File: config.mk
export PLATFORM = sky130hd
export DESIGN_NAME = laser_rx_deframer
export DESIGN_NICKNAME = d
export VERILOG_FILES = /design/src/rtl/laser_rx_deframer.sv
export SDC_FILE = /design/constraint.sdc
export NUM_CORES = 1
export LEC_CHECK = 0
export CORE_AREA = 3 3 89 100
export DETAILED_ROUTE_END_ITERATION = 16
export DIE_AREA = 0 0 92 103
export HOLD_SLACK_MARGIN = 0.06
export RECOVER_POWER = 50
export SETUP_SLACK_MARGIN = 0.1
export SLEW_MARGIN = 20
export SYNTH_ARGS = -nofsm -noshare
export SYNTH_HDL_FRONTEND = slang
export SYNTH_SLANG_ARGS = --single-unit
export TNS_END_PERCENT = 30
File: constraint.sdc
create_clock -name clock -period 2.74 [get_ports clock]
set_input_delay 0.685 -clock clock [delete_from_list [all_inputs] [get_ports clock]]
set_output_delay 0.685 -clock clock [all_outputs]
set_load 0.05 [all_outputs]
File: src/rtl/laser_rx_deframer.sv
// laser_rx_deframer: receive-side packet deframer for the laser link.
//
// Hunts for a 4-byte sync word in the receiver byte stream, parses an
// 11-bit length header and forwards payload bytes cut-through to the FTDI
// write queue. It then checks the trailing 8-bit checksum and reports the
// frame outcome as a one-cycle pkt_ok / pkt_fail pulse.
//
// Frame: SYNC[31:24] SYNC[23:16] SYNC[15:8] SYNC[7:0] LEN_HI LEN_LO payload CHK
// CHK = (LEN_HI + LEN_LO + sum(payload)) mod 256
//
// Ports:
//   clock      - single clock
//   reset      - synchronous, active-high
//   en         - block enable; low forces HUNT and discards input
//   data_valid - receiver byte strobe
//   data_in    - receiver byte
//   wrq_full   - FTDI write queue full (payload byte is dropped when high)
//   wrreq      - write strobe to the FTDI write queue
//   data_wr    - payload byte for the write queue
//   pkt_ok     - frame accepted (one-cycle pulse)
//   pkt_fail   - frame rejected (one-cycle pulse)
//   fail_code  - 0 bad length, 1 checksum, 2 timeout, 3 overflow
//   pkt_len    - length field of the most recently parsed header
//   busy       - high unless in HUNT with sync index 0
module laser_rx_deframer #(
    parameter logic [31:0] SYNC    = 32'hd1d2d3d4,
    parameter int          MAX_LEN = 1024,
    parameter int          TIMEOUT = 1024
) (
    input  logic        clock,
    input  logic        reset,
    input  logic        en,
    input  logic        data_valid,
    input  logic [7:0]  data_in,
    input  logic        wrq_full,
    output logic        wrreq,
    output logic [7:0]  data_wr,
    output logic        pkt_ok,
    output logic        pkt_fail,
    output logic [1:0]  fail_code,
    output logic [10:0] pkt_len,
    output logic        busy
);
    localparam int              TW        = $clog2(TIMEOUT + 1);
    localparam logic [TW-1:0]   TIMEOUT_C = TW'(TIMEOUT);
    localparam logic [11:0]     MAX_LEN_C = 12'(MAX_LEN);

    typedef enum logic [2:0] {
        S_HUNT, S_LEN_HI, S_LEN_LO, S_PAYLOAD, S_CHECK
    } state_t;

    state_t        state_q, state_d;
    logic [1:0]    idx_q, idx_d;
    logic [7:0]    sum_q, sum_d;
    logic [7:0]    len_hi_q, len_hi_d;
    logic [10:0]   cnt_q, cnt_d;
    logic          ovf_q, ovf_d;
    logic [TW-1:0] idle_q, idle_d;
    logic          wrreq_q, wrreq_d;
    logic [7:0]    data_wr_q, data_wr_d;
    logic          pkt_ok_q, pkt_ok_d;
    logic          pkt_fail_q, pkt_fail_d;
    logic [1:0]    fail_code_q, fail_code_d;
    logic [10:0]   pkt_len_q, pkt_len_d;
    logic          busy_q, busy_d;

    logic [7:0]  sync_byte;
    logic [10:0] length;
    logic        len_bad;
    logic        in_hunt0;

    always_comb begin
        case (idx_q)
            2'd0:    sync_byte = SYNC[31:24];
            2'd1:    sync_byte = SYNC[23:16];
            2'd2:    sync_byte = SYNC[15:8];
            default: sync_byte = SYNC[7:0];
        endcase
    end

    // Only the low 11 bits carry length; any of LEN_HI[7:3] set is illegal.
    assign length   = {len_hi_q[2:0], data_in};
    assign len_bad  = (len_hi_q[7:3] != 5'd0) || (length == 11'd0) ||
                      ({1'b0, length} > MAX_LEN_C);
    assign in_hunt0 = (state_q == S_HUNT) && (idx_q == 2'd0);

    always_comb begin
        state_d     = state_q;
        idx_d       = idx_q;
        sum_d       = sum_q;
        len_hi_d    = len_hi_q;
        cnt_d       = cnt_q;
        ovf_d       = ovf_q;
        wrreq_d     = 1'b0;
        data_wr_d   = data_wr_q;
        pkt_ok_d    = 1'b0;
        pkt_fail_d  = 1'b0;
        fail_code_d = fail_code_q;
        pkt_len_d   = pkt_len_q;

        // Idle counter only runs once something has been matched.
        if (in_hunt0 || data_valid) idle_d = '0;
        else                        idle_d = idle_q + 1'b1;

        if (!en) begin
            state_d = S_HUNT;
            idx_d   = 2'd0;
            sum_d   = 8'd0;
            cnt_d   = 11'd0;
            ovf_d   = 1'b0;
            idle_d  = '0;
        end else if (!in_hunt0 && idle_q == TIMEOUT_C) begin
            // Partial sync is dropped silently; a started frame reports.
            if (state_q != S_HUNT) begin
                pkt_fail_d  = 1'b1;
                fail_code_d = 2'd2;
            end
            state_d = S_HUNT;
            idx_d   = 2'd0;
            sum_d   = 8'd0;
            cnt_d   = 11'd0;
            ovf_d   = 1'b0;
            idle_d  = '0;
        end else if (data_valid) begin
            case (state_q)
                S_HUNT: begin
                    if (data_in == sync_byte) begin
                        if (idx_q == 2'd3) begin
                            state_d = S_LEN_HI;
                            idx_d   = 2'd0;
                            sum_d   = 8'd0;
                        end else begin
                            idx_d = idx_q + 2'd1;
                        end
                    end else begin
                        // Sync bytes are distinct, so a mismatch can only
                        // restart on the first sync byte.
                        idx_d = (data_in == SYNC[31:24]) ? 2'd1 : 2'd0;
                    end
                end
                S_LEN_HI: begin
                    len_hi_d = data_in;
                    sum_d    = sum_q + data_in;
                    state_d  = S_LEN_LO;
                end
                S_LEN_LO: begin
                    sum_d     = sum_q + data_in;
                    pkt_len_d = length;
                    if (len_bad) begin
                        pkt_fail_d  = 1'b1;
                        fail_code_d = 2'd0;
                        state_d     = S_HUNT;
                    end else begin
                        cnt_d   = length;
                        ovf_d   = 1'b0;
                        state_d = S_PAYLOAD;
                    end
                end
                S_PAYLOAD: begin
                    sum_d = sum_q + data_in;
                    cnt_d = cnt_q - 11'd1;
                    if (wrq_full) begin
                        ovf_d = 1'b1;
                    end else begin
                        wrreq_d   = 1'b1;
                        data_wr_d = data_in;
                    end
                    if (cnt_q == 11'd1) state_d = S_CHECK;
                end
                S_CHECK: begin
                    if (ovf_q) begin
                        pkt_fail_d  = 1'b1;
                        fail_code_d = 2'd3;
                    end else if (data_in != sum_q) begin
                        pkt_fail_d  = 1'b1;
                        fail_code_d = 2'd1;
                    end else begin
                        pkt_ok_d = 1'b1;
                    end
                    ovf_d   = 1'b0;
                    state_d = S_HUNT;
                end
                default: state_d = S_HUNT;
            endcase
        end

        busy_d = !((state_d == S_HUNT) && (idx_d == 2'd0));
    end

    always_ff @(posedge clock) begin
        if (reset) begin
            state_q     <= S_HUNT;
            idx_q       <= 2'd0;
            sum_q       <= 8'd0;
            len_hi_q    <= 8'd0;
            cnt_q       <= 11'd0;
            ovf_q       <= 1'b0;
            idle_q      <= '0;
            wrreq_q     <= 1'b0;
            data_wr_q   <= 8'd0;
            pkt_ok_q    <= 1'b0;
            pkt_fail_q  <= 1'b0;
            fail_code_q <= 2'd0;
            pkt_len_q   <= 11'd0;
            busy_q      <= 1'b0;
        end else begin
            state_q     <= state_d;
            idx_q       <= idx_d;
            sum_q       <= sum_d;
            len_hi_q    <= len_hi_d;
            cnt_q       <= cnt_d;
            ovf_q       <= ovf_d;
            idle_q      <= idle_d;
            wrreq_q     <= wrreq_d;
            data_wr_q   <= data_wr_d;
            pkt_ok_q    <= pkt_ok_d;
            pkt_fail_q  <= pkt_fail_d;
            fail_code_q <= fail_code_d;
            pkt_len_q   <= pkt_len_d;
            busy_q      <= busy_d;
        end
    end

    assign wrreq     = wrreq_q;
    assign data_wr   = data_wr_q;
    assign pkt_ok    = pkt_ok_q;
    assign pkt_fail  = pkt_fail_q;
    assign fail_code = fail_code_q;
    assign pkt_len   = pkt_len_q;
    assign busy      = busy_q;
endmodule

==> results of run 1 <==
[cell usage after synthesis, types with 2 or more instances]
library cell | instances | share of area
dfxtp_1 | 69 | 0.39
nor2_1 | 66 | 0.070
nand2_1 | 42 | 0.044
a21oi_1 | 27 | 0.038
mux2i_1 | 20 | 0.056
nand3_1 | 17 | 0.024
inv_1 | 15 | 0.016
clkbuf_1 | 13 | 0.014
ha_1 | 13 | 0.046
xor2_1 | 11 | 0.027
nor3_1 | 8 | 0.011
o21ai_0 | 8 | 0.011
nand4_1 | 7 | 0.012
a21oi_2 | 6 | 0.015
a22oi_1 | 6 | 0.013
and3_1 | 6 | 0.011
xnor2_1 | 6 | 0.015
nor3b_1 | 5 | 0.011
nor4_1 | 5 | 0.0088
o21ai_1 | 5 | 0.0070
a31oi_1 | 4 | 0.0070
o211ai_1 | 4 | 0.0085
o21ai_2 | 4 | 0.0099
buf_2 | 3 | 0.0042
nor2b_1 | 3 | 0.0053
nor4b_1 | 3 | 0.0074
o31ai_1 | 3 | 0.0063
or4_1 | 3 | 0.0063
a211oi_1 | 2 | 0.0042
a21o_1 | 2 | 0.0042
and2_1 | 2 | 0.0035
and3b_1 | 2 | 0.0049
buf_1 | 2 | 0.0021
nand3_2 | 2 | 0.0056
o21a_1 | 2 | 0.0042
o41ai_1 | 2 | 0.0049
or3_1 | 2 | 0.0035
or4_4 | 2 | 0.0063
[worst max-delay path by stage]
stage | startpoint | end | slack [ns] | depth (start not counted)
after CTS | data_in[6] | fail_code[1] | 0.06 | 8
after detailed placement | data_in[1] | fail_code[1] | -0.37 | 8
after global routing | data_in[7] | cnt_q[0] | 0.09 | 7
final | data_in[2] | fail_code[1] | 0.20 | 8
after floorplan | data_in[7] | cnt_q[2] | 0.30 | 8
after global placement | data_in[2] | fail_code[1] | -0.34 | 8
[stage by stage]
step / power (mW) / setup WS [ns] / hold slack, ns
2_1_floorplan: 1.10 / 0.299 / 0.445
3_3_place_gp: 1.18 / -0.343 / 0.443
3_5_place_dp: 1.18 / -0.374 / 0.446
4_1_cts: 2.02 / 0.0638 / 0.458
5_1_grt: 2.08 / 0.0949 / 0.474
6_report: 2.00 / 0.202 / 0.453
[layout make-up]
cell class,instances,area [sq um]
Clock buffer,9,124
Clock inverter,7,75.1
Fill cell,757,3390
Inverter,16,60.1
Multi-Input combinational cell,320,2070
Sequential cell,69,1380
Tap cell,108,135
Timing Repair Buffer,79,684
[per-layer routing]
layer,share of wire,GRT usage,wire length (um)
met1,0.49,0.270,4550
met2,0.45,0.336,4200
met3,0.045,0.0460,422
met4,0.017,0.0640,163
met5,0,0,0
[sequential cells by signal, summed over array words and instances, names as in the netlist]
signal / count
cnt_q: 11
idle_q: 11
pkt_len: 11
data_wr: 8
len_hi_q: 8
sum_q: 8
state_q: 3
fail_code: 2
idx_q: 2
busy: 1
ovf_q: 1
pkt_fail: 1
pkt_ok: 1
wrreq: 1
[worst max-delay path, delay by kind of cell]
kind / cells / cell delay [ns]
fa+ha+maj: 1 / 0.35
buf+inv: 1 / 0.31
simple gates: 1 / 0.55
compound gates: 5 / 0.88
[logic make-up after synthesis]
logic type               Yosys count
flip-flops                        69
buffers and inverters             35
AND/OR/NAND/NOR                  181
AO/OA/AOI/OAI                     88
adder cells (fa/ha/maj)           14
multiplexers                      20
XOR/XNOR                          17
[power groups by stage]
stage	Clock, mW	Sequential, mW	Combinational (mW)
finish	0.839	1.01	0.155
global route	0.903	1.01	0.168
CTS	0.864	1.01	0.153
detailed placement	0	1.03	0.153
global placement	0	1.03	0.154
floorplan	0	1.03	0.0680
[repair_timing]
item	in CTS	in global routing
setup endpoints to repair	11	33
setup buffers	0	1
resized for setup	5	12
pin swaps	0	4
==> summary.txt, run 1 <==
Power and ir drop
  – Int Power: between 1 and 1.5 mW
  – PwrDens: ~440 nW/um^2
  – Combinational Power Share: 0.078
  – Worst VDD drop: between 0.2 and 0.25 mV
  – Sequential cell fraction of total power: 0.503
  – Sw frac: 0.255
  – Clock power frac: 0.419
  – Sw Pwr: about 500 uW
  – Leak: about 1.9 nW

Logic synthesis
  – Main combinational cell family by area after synthesis: simple AND/OR/NAND/NOR gates
  – Cell Area, Synth: 3550 sq um
  – Most used DFF post-synth: dfxtp_1
  – Multiplexer share of the synthesized area: 0.0564
  – Adder-cell share of the synthesized area: 0.0515
  – Mapped Avg Cell Area: ~8.4 sq um
  – XOR/XNOR Fraction of Synth Area: 0.0419
  – Sequential share of the synthesized area: 0.389
  – Complex-gate fraction of the synthesized area: 0.173
  – Syn_nets: between 400 and 500
  – Synth Area in Simple Gates: 0.248
  – Number of synthesis warnings: 0
  – Netlist cell types: 60
  – Ys async rst share: 0
  – Mapped Cells: about 420
  – Post-synth EDFFs: 0
  – Flops & latches, synth: 69

Critical path
  – R2R setup slack: ~0.30 ns
  – CP max stage delay: around 0.55 ns
  – CP Class: in -> reg
  – CP Launch Type: primary input
  – Slowest CP cell: or4_4
  – Worst path cell trace: dlygate4sd2_1 -> ha_1 -> or4_4 -> o41ai_4 -> a31oi_1 -> o21ai_2 -> a21o_1 -> a21oi_2
  – Arrival @ worst endpoint: between 2 and 3 ns
  – Critical path data required time: between 2 and 3 ns
  – Crit Path Max Fanout: 4
  – R2R Path End: len_hi_q[5]
  – Worst Reg-to-Reg Cells: 6
  – Worst R2R Start: state_q[2]
  – Critical Path Sink Type: register

GRT
  – First-pass GRT wire length: between 15,000 and 20,000 um
  – Vias in the first global route: roughly 3,000
  – Largest net degree at the start of global routing: 32
  – Gr usage total: 0.204
  – GRT overflow: 0
  – Initial antenna violation count: 0

Timing
  – RSZ-0062 raised after global routing: false
  – # setup viols final: 0
  – Final TNS setup: 0 ns
  – Worst slew pin tran: just under 0.7 ns
  – Max Slew Vio Count: 0
  – Tmin final: 2.54 ns
  – Max frequency: about 390 MHz
  – Hold Fails Final Rpt: 0
  – Slew Limit Headroom: 0.545
  – Final worst-path cycle share: 0.926
  – Worst Skew: between 0.01 and 0.015 ns

Run status
  – Status: complete, no violations

Clocking
  – Clock slew at reported path FFs: ~0.08 ns
  – H-tree Lvls: 3
  – CTS tree: built
  – Root buffer selected by CTS: clkbuf_8
  – Clk buf depth: 2
  – Clk Latency, worst-skew pair: about 0.35 ns
  – Clk sinks: 69
  – # hold bufs at CTS: 0
  – Number of CTS-inserted buffers: 9

Cells and area
  – Fin cells: ~600
  – Most frequent cells in the layout: dfxtp_1, nor2_1, nand2_1
  – # diodes: 0
  – Area grow syn2layout: 27.5%
  – Design area: approximately 4500 sq um
  – Finished Core Util: 0.572
  – Most common cell after layout, fill and taps aside: dfxtp_1
  – # nets final: roughly 520
  – Proportion of layout cells with a drive suffix above 1: 0.164

Floorplanning
  – DIE HEIGHT: 103 um
  – Starting Density: 0.449
  – Total core area: just under 8000 sq um
  – Row count: 34
  – Die W: 92 um
  – # IOs: 38
  – Die ar.: around 9500 sq um

Worst hold path
  – WHS Endpoint: data_wr[4]
  – Hold depth: 2
  – HP Start: data_wr[4]
  – Hold WC Path Type: reg -> reg

Job
  – Max capacitance violation total: 0

Place
  – Gp weighted congestion: approximately 0.9
  – IO buf count: 37
  – Final HPWL DP: about 7000 um
  – Area post-placement: roughly 4300 sq um
  – Cells after DPL: just under 600

Route
  – Final WL: 9340 um
  – DR pass1 iterations: 4
  – Routed Antenna Nets: 0
  – Drt wl/cell: 15.4 um
  – Vias per cell: between 5 and 6
  – Residual DRC: 0
  – First DRT Iteration DRCs: 143
  – Vias: about 3,200
No activity file was read; power rests on OpenSTA's default activity.
==> run 2, diff against run 1 <==
--- a/config.mk
+++ b/config.mk
@@ -9,9 +9,9 @@
 export DETAILED_ROUTE_END_ITERATION = 16
 export DIE_AREA = 0 0 92 103
 export HOLD_SLACK_MARGIN = 0.06
+export PLACE_DENSITY = 0.76
 export RECOVER_POWER = 50
 export SETUP_SLACK_MARGIN = 0.1
-export SLEW_MARGIN = 20
 export SYNTH_ARGS = -nofsm -noshare
 export SYNTH_HDL_FRONTEND = slang
 export SYNTH_SLANG_ARGS = --single-unit
==> summary.txt, run 2 (same netlist as run 1, synthesis figures left out) <==
Run status
  – Status: complete, no violations

Route
  – Residual DRC: 0 (unchanged)
  – Vias: 3,331 (+2.8%)
  – Drt wl/cell: 15.6 um (+1.8%)
  – Vias per cell: 5.51 (+3.4%)
  – Final WL: 9460 um (+1.3%)
  – DR pass1 iterations: 5 (+1)
  – First DRT Iteration DRCs: 292 (+100%)
  – Routed Antenna Nets: 0 (unchanged)

Cells and area
  – Finished Core Util: 0.574 (+0.00190)
  – # nets final: 519 (-0.57%)
  – Multi-input gate area: 2090 sq um (+0.97%)
  – Fin cells: 605 (-0.49%)
  – Number of fill cells in the layout: 716 (-5.4%)
  – Most frequent cells in the layout: dfxtp_1, nor2_1, nand2_1
  – Proportion of layout cells with a drive suffix above 1: 0.159 (-0.00505)
  – Register area: 1380 sq um (unchanged)
  – # diodes: 0 (unchanged)
  – Most common cell after layout, fill and taps aside: dfxtp_1
  – Area grow syn2layout: 28.0%

Critical path
  – Slowest CP cell: or4_4
  – R2R Path End: len_hi_q[0]
  – Critical path data required time: 2.97 ns (about the same)
  – Worst Reg-to-Reg Cells: 6 (unchanged)
  – Top delay family on crit path: compound AO/OA/AOI/OAI gates
  – CP Launch Type: primary input
  – CP max stage delay: 0.57 ns (+0.02 ns)
  – Crit Path Max Fanout: 4 (unchanged)
  – Worst path cell trace: dlygate4sd2_1 -> ha_1 -> or4_4 -> o41ai_4 -> a31oi_2 -> o21ai_2 -> a21o_1 -> a21oi_2
  – Worst R2R Start: state_q[1]
  – Critical Path Sink Type: register
  – R2R setup slack: 0.25 ns (-0.05 ns)
  – Worst path buffer plus inverter count: 1 (unchanged)
  – Arrival @ worst endpoint: 2.78 ns (about the same)
  – CP Class: in -> reg

Floorplanning
  – DIE HEIGHT: 103 um (unchanged)
  – Die W: 92 um (unchanged)
  – Die ar.: 9480 sq um (unchanged)
  – Row count: 34 (unchanged)
  – # IOs: 38 (unchanged)
  – Total core area: 7910 sq um (unchanged)
  – Starting Density: 0.449 (unchanged)

Clocking
  – Clk Latency, worst-skew pair: 0.35 ns (about the same)
  – # hold bufs at CTS: 0 (unchanged)
  – Clock slew at reported path FFs: 0.09 ns (about the same)
  – H-tree Lvls: 3 (unchanged)
  – Clk sinks: 69 (unchanged)
  – Clk buf depth: 2 (unchanged)
  – Root buffer selected by CTS: clkbuf_8
  – Number of CTS-inserted buffers: 9 (unchanged)
  – CTS tree: built

Timing
  – Worst Skew: 0.0157 ns (+0.00470 ns)
  – Final worst-path cycle share: 0.929 (+0.00283)
  – Tmin final: 2.55 ns (+0.00776 ns)
  – Worst-case hold slack: 0.452 ns (-0.000460 ns)
  – # setup viols final: 0 (unchanged)
  – Fin worst setup slack: 0.194 ns (-0.00776 ns)
  – Max frequency: 393 MHz (-0.30%)
  – Slew Limit Headroom: 0.450 (-0.0951)
  – Hold Fails Final Rpt: 0 (unchanged)
  – Max Slew Vio Count: 0 (unchanged)
  – RSZ-0062 raised after global routing: false
  – Worst slew pin tran: 0.821 ns (+0.145 ns)

GRT
  – Largest net degree at the start of global routing: 33 (+3.1%)
  – Vias in the first global route: 3,164 (+3.3%)
  – Gr usage total: 0.203 (-0.00168)
  – First-pass GRT wire length: 15,200 um (-0.85%)
  – GRT overflow: 0 (unchanged)
  – Initial antenna violation count: 0 (unchanged)

Place
  – IO buf count: 37 (unchanged)
  – Cells after DPL: 587 (-0.68%)
  – Final HPWL DP: 6740 um (-2.4%)
  – Gp weighted congestion: 0.923 (+2.2%)
  – Place WS: -0.364 ns (+0.0108 ns)

Power and ir drop
  – Worst VDD drop: 0.294 mV (+27%)
  – Leak: 1.92 nW (+0.50%)
  – PwrDens: 449 nW/um^2 (+1.6%)
  – Tot Pwr: 2.04 mW (+2.0%)

Worst hold path
  – Hold depth: 2 (unchanged)
  – Hold WC Path Type: reg -> reg
  – WHS Endpoint: data_wr[4]
  – HP Start: data_wr[4]

Job
  – Max capacitance violation total: 0 (unchanged)
-- run 2: worst register-to-register path: cells and delay by family, from the launching register on --
kind,cells,cell delay (ns)
mux,1,0.28
flops,1,0.47
compound gates,1,0.44
simple gates,4,1.17
-- run 2: where the power goes --
part	total, mW	switching (mW)	leakage, nW	internal (mW)
Combinational	0.158	0.0941	1.27	0.0641
Sequential	1.01	0.00299	0.556	1.01
Clock	0.875	0.423	0.0955	0.451
-- run 2: layer usage --
layer	vias to the layer above	GRT usage	routed length, um
met2	108	0.354	4520
met4	0	0.0823	323
li1	1646	-	-
met5	-	0	0
met3	27	0.0431	546
met1	1550	0.244	4070
-- run 2: per-stage QoR --
step                      area [sq um]  TNS [ns]
after floorplan                   3550         0
after global placement            4260     -4.23
after detailed placement          4260     -5.25
after CTS                         4480         0
after global routing              4540         0
final                             4540         0
-- run 2: layout make-up --
class | instances | share of cell area
multi-input combinational | 321 | 0.460
sequential | 69 | 0.304
timing repair buffer | 75 | 0.148
clock buffer | 10 | 0.0303
tap | 108 | 0.0298
clock inverter | 6 | 0.0154
inverter | 16 | 0.0132
-- run 2: how the worst max path moves through the flow --
stage / from / to / cells after the start
finish: data_in[0] / fail_code[1] / 8
global route: data_in[7] / sum_q[5] / 8
CTS: data_in[2] / cnt_q[3] / 8
detailed placement: data_in[0] / sum_q[6] / 10
global placement: data_in[0] / fail_code[1] / 8
floorplan: data_in[7] / cnt_q[2] / 8
-- run 2: what timing repair did --
item / in CTS / in global routing
endpoints found under the setup margin: 12 / 14
buffers inserted: 0 / 1
pin swaps: 2 / 6
cloned: 0 / 1
gates resized for setup: 3 / 17
